### config.mk
export PLATFORM = sky130hd
export DESIGN_NAME = imem_loader
export DESIGN_NICKNAME = d
export VERILOG_FILES = /design/src/rtl/imem_loader.sv
export SDC_FILE = /design/constraint.sdc
export NUM_CORES = 1
export LEC_CHECK = 0
export CAP_MARGIN = 20
export CORE_MARGIN = 2
export CORE_UTILIZATION = 63
export DETAILED_ROUTE_END_ITERATION = 10
export PLACE_DENSITY = 0.95
export SYNTH_ARGS = -nofsm -noshare
export SYNTH_HDL_FRONTEND = slang
export SYNTH_SLANG_ARGS = --single-unit
### constraint.sdc
create_clock -name clk -period 11.8 [get_ports clk]
set_clock_uncertainty 0.2 [all_clocks]
set_input_delay 1.18 -clock clk [delete_from_list [all_inputs] [get_ports clk]]
set_output_delay 1.18 -clock clk [all_outputs]
set_load 0.005 [all_outputs]
### src/rtl/imem_loader.sv
// Writer side of the byte-addressed instruction memory: takes 32-bit words over a
// valid/ready stream and writes them little-endian, one byte per cycle.
module imem_loader #(
    parameter int MEM_BYTES = 72,
    parameter int ADDR_W    = 64,
    parameter int CNT_W     = 16
) (
    input  logic              clk,
    input  logic              reset_n,
    input  logic              clear,
    input  logic              in_valid,
    output logic              in_ready,
    input  logic [31:0]       in_word,
    input  logic              in_last,
    output logic              mem_we,
    output logic [ADDR_W-1:0] mem_addr,
    output logic [7:0]        mem_wdata,
    output logic              busy,
    output logic              done,
    output logic              error,
    output logic [CNT_W-1:0]  word_count
);
    typedef enum logic [1:0] {IDLE, WRITE, DONE, ERR} state_t;

    localparam logic [ADDR_W-1:0] MEM_LIMIT  = ADDR_W'(MEM_BYTES);
    localparam logic [ADDR_W-1:0] WORD_BYTES = ADDR_W'(4);

    state_t            state;
    logic [ADDR_W-1:0] wr_ptr;
    logic [1:0]        byte_idx;
    logic              last_q;
    logic [31:0]       word_q;

    logic              word_end;
    logic              accept;
    logic              fits;
    logic [ADDR_W-1:0] ptr_next;
    logic [ADDR_W-1:0] accept_ptr;
    logic [1:0]        byte_nxt;

    function automatic logic [7:0] byte_sel(input logic [31:0] w, input logic [1:0] idx);
        case (idx)
            2'd0:    return w[7:0];
            2'd1:    return w[15:8];
            2'd2:    return w[23:16];
            default: return w[31:24];
        endcase
    endfunction

    function automatic logic [CNT_W-1:0] sat_inc(input logic [CNT_W-1:0] c);
        return (&c) ? c : c + CNT_W'(1);
    endfunction

    always_comb begin
        word_end   = (state == WRITE) && (byte_idx == 2'd3);
        in_ready   = (state == IDLE) || word_end;
        busy       = (state != DONE) && (state != ERR);
        ptr_next   = wr_ptr + WORD_BYTES;
        // A word offered in the last byte cycle lands right after the current one.
        accept_ptr = word_end ? ptr_next : wr_ptr;
        fits       = (accept_ptr + WORD_BYTES) <= MEM_LIMIT;
        accept     = in_valid && in_ready && !(word_end && last_q);
        byte_nxt   = byte_idx + 2'd1;
    end

    always_ff @(posedge clk) begin
        if (accept && !clear) begin
            word_q <= in_word;
        end
    end

    always_ff @(posedge clk or negedge reset_n) begin
        if (!reset_n) begin
            state      <= IDLE;
            wr_ptr     <= '0;
            byte_idx   <= 2'd0;
            last_q     <= 1'b0;
            mem_we     <= 1'b0;
            mem_addr   <= '0;
            mem_wdata  <= 8'h00;
            done       <= 1'b0;
            error      <= 1'b0;
            word_count <= '0;
        end else if (clear) begin
            state      <= IDLE;
            wr_ptr     <= '0;
            byte_idx   <= 2'd0;
            last_q     <= 1'b0;
            mem_we     <= 1'b0;
            mem_addr   <= '0;
            mem_wdata  <= 8'h00;
            done       <= 1'b0;
            error      <= 1'b0;
            word_count <= '0;
        end else begin
            if (accept) begin
                if (fits) begin
                    state     <= WRITE;
                    byte_idx  <= 2'd0;
                    last_q    <= in_last;
                    mem_we    <= 1'b1;
                    mem_addr  <= accept_ptr;
                    mem_wdata <= in_word[7:0];
                end else begin
                    state  <= ERR;
                    error  <= 1'b1;
                    mem_we <= 1'b0;
                end
            end else begin
                case (state)
                    WRITE: begin
                        if (!word_end) begin
                            byte_idx  <= byte_nxt;
                            mem_addr  <= wr_ptr + ADDR_W'(byte_nxt);
                            mem_wdata <= byte_sel(word_q, byte_nxt);
                        end else if (last_q) begin
                            state  <= DONE;
                            done   <= 1'b1;
                            mem_we <= 1'b0;
                        end else begin
                            state  <= IDLE;
                            mem_we <= 1'b0;
                        end
                    end
                    default: mem_we <= 1'b0;
                endcase
            end

            if (word_end) begin
                wr_ptr     <= ptr_next;
                word_count <= sat_inc(word_count);
            end
        end
    end
endmodule
==> impl_metrics.ini <==
[placement]
dp_hpwl_mm = 29.8
portBuffers = 129
gp_congestion = 1.01

[logic_synthesis]
synth_edf_count = 32
synth_area_leaders = dfrtp_1, edfxtp_1, xnor2_1, nor2_1, a211oi_2
synth_top_area_share_pct = 31.6
async_flop_share_pct = 83.2
seq_area_frac_synth_pct = 39.3
ys.flop_type = dfrtp_1
yosys-top-cells-count = dfrtp_1, nor2_1, nor3_1
avgSynthCellArea_um2 = 9.18
post-synth-top-count-cell = dfrtp_1
syn_area_um2 = 12500
synth_cells = 1363
yosys_warnings = 0
synth_largest_area_cell = dfrtp_1
synth-seq-cells = 190
syn-num-nets = 1409
yosys.cell_types.count = 87

[worst_setup_path]
end_kind = register
regToRegSetupSlack_ps = 4370
crit_fanout = 64
startpoint_type = register
cp.required_ps = 11900
worstPathArrival_ps = 7530
crit_type = reg2reg

[clocking]
cts_max_path_buffers = 2
clk_pin_slew_worst_paths_ps = 80
root_buffer = clkbuf_16
clock_latency_ps = 460
tritoncts = done
cts_buffers = 17
clock_sinks = 190
hold_buffers = 0
h-tree-depth = 4
postCtsSetupRepairBufs = 0
postCtsResizedCells = 0

[run]
max-cap-violations = 0

[sta]
period_needed_ps = 7430
drv_slew = 0
final.setup.tns_ps = 0
worstMarginPinSlew_ps = 961
hold_viol_final = 0
clock.fmax_mhz = 135
rsz0062_at_grt = no
max_slew_margin_pct = 35.9
setup_viol = 0
finalCritPeriodShare_pct = 63.0

[floorplan]
die_area_um2 = 21000
start_util_pct = 64.3
core-area_um2 = 19500
die_h_um = 145
rows = 51
die_x_um = 145
io_pins = 130

[hold_path]
min_path_type = reg2reg

[final_layout]
syn_to_final_growth_pct = 14.2
fillers = 1343
utilization_pct = 73.4
nets = 1467
diodes = 0
drive_gt1_share_pct = 9.55

[global_route]
grtUsageTotal_pct = 40.4
antenna_found_initial = 0
grt_pass1_wl_mm = 66.5
grt_pass1_vias = 11306
gr-total-overflow = 0
grt_max_degree = 101

[power_and_ir_drop]
p_per_area_nw_per_um2 = 110
p_int_w = 0.00110
pwr-share-seq_pct = 46.1
ir_drop_uv = 104
leakage_nw = 5.12
combPwrFrac_pct = 16.2
p_sw_share_pct = 30.4
switchingPower_w = 0.000480
clockPowerShare_pct = 37.6

[run_status]
status = complete, no violations

[routing]
routed_via_density = 7.15
routed_wl_mm = 43.5
highest_layer = met4
via_count = 12150
met3_length_mm = 5.36
detail-route-antenna-nets = 0
drt-pass1-iter-count = 6
drtIter0Drc = 2034
wl_met1_mm = 16.9
post_drt_wl_per_cell_um = 25.6
met2WireLength_mm = 19.7
drc = 0
==> path summary, 6_finish.rpt <==
check / startpoint / end / cells after the start
setup / recovery: byte_idx[0]$_DFFE_PN0P_ / mem_addr[42]$_DFFE_PN0P_ / 15
hold / removal: error$_DFFE_PN0P_ / error$_DFFE_PN0P_ / 2
setup reg to reg: byte_idx[0]$_DFFE_PN0P_ / mem_addr[42]$_DFFE_PN0P_ / 15
hold reg to reg: error$_DFFE_PN0P_ / error$_DFFE_PN0P_ / 2
max in group asynchronous: reset_n / mem_addr[11]$_DFFE_PN0P_ / 3
min in group asynchronous: reset_n / wr_ptr[62]$_DFF_PN0_ / 1
==> critical path, stage by stage (launching register included) <==
cell	delay [ps]
dfrtp_1	460
ha_1	630
nand4b_2	410
or4_4	660
xor2_1	240
nor3_1	470
nand4b_1	480
or4_1	870
or4b_4	590
xnor2_1	150
nand4b_1	160
nor4_4	350
nand4_2	400
nand2_2	180
buf_4	750
o21ai_1	220
==> final cells by class <==
class	count	area [um^2]	area share, %
multi-input combinational	1050	6950	48.6
clock buffer	17	425	2.98
clock inverter	15	185	1.30
timing repair buffer	143	1420	9.91
sequential	190	4910	34.4
inverter	19	71.3	0.499
tap	265	332	2.32
==> cells by family (layout without fill, tap and decap cells) <==
logic type                 Yosys count  after routing  synth area share [%]
muxes                                7              7                 0.570
buffers and inverters              123            194                  5.28
AOI/OAI and AO/OA                  239            239                  14.9
xor gates and xnor gates           137            137                  9.65
adders and majority gates            9              9                 0.900
other                                1              1                0.0300
and+or+nand+nor                    657            657                  29.5
DFF                                190            190                  39.3
==> power groups by stage <==
stage               clock (W)  sequential (W)  combinational (W)
floorplan                   0        0.000734           0.000139
global placement            0        0.000735           0.000234
detailed placement          0        0.000738           0.000245
CTS                  0.000592        0.000726           0.000250
global route         0.000620        0.000730           0.000270
finish               0.000594        0.000728           0.000256
==> state kept, by name, summed over array words and instances (netlist names), 2 cells and up <==
| register | count |
|---|---|
| state | 2 |
| word_q | 32 |
| word_count | 16 |
| wr_ptr | 62 |
| mem_wdata | 8 |
| mem_addr | 64 |
| byte_idx | 2 |
==> layout by cell type (no fill, tap or decap), types with 7 or more instances in the layout <==
cell type	count
clkdlybuf4s50_1	127
or2_2	9
nand2b_1	18
xor2_1	51
a211oi_1	22
and2_1	13
ha_1	9
nor3_1	97
o31ai_1	7
edfxtp_1	32
o21ai_0	34
nand3_1	55
and4_1	21
xnor2_1	85
or3_1	18
a222oi_1	9
clkbuf_16	17
and3_1	12
nor4_2	7
nand4_1	52
nor2_1	150
a211oi_2	45
nand4b_1	9
o211a_1	8
o21ai_1	26
nand2_1	89
a21oi_1	33
or4_1	23
nor4_1	39
buf_4	12
dfrtp_1	158
inv_1	19
==> per-layer routing <==
layer	vias up	track usage [%]
met4	0	12.8
met5	-	0
met1	5862	57.0
met2	995	61.9
met3	151	9.59
li1	5142	-
==> per-stage QoR <==
| stage | setup WS, ps | hold slack, ps | area, um^2 | cells | total power, W |
|---|---|---|---|---|---|
| floorplan | 6500 | 274 | 12500 | 1363 | 0.000873 |
| global placement | 4870 | 262 | 13600 | 1665 | 0.000969 |
| detailed placement | 4640 | 298 | 13600 | 1665 | 0.000983 |
| CTS | 4490 | 315 | 14300 | 1697 | 0.00157 |
| global route | 4050 | 328 | 14300 | 1699 | 0.00162 |
| finish | 4370 | 328 | 14300 | 1699 | 0.00158 |
No activity file was read; power rests on OpenSTA's default activity.
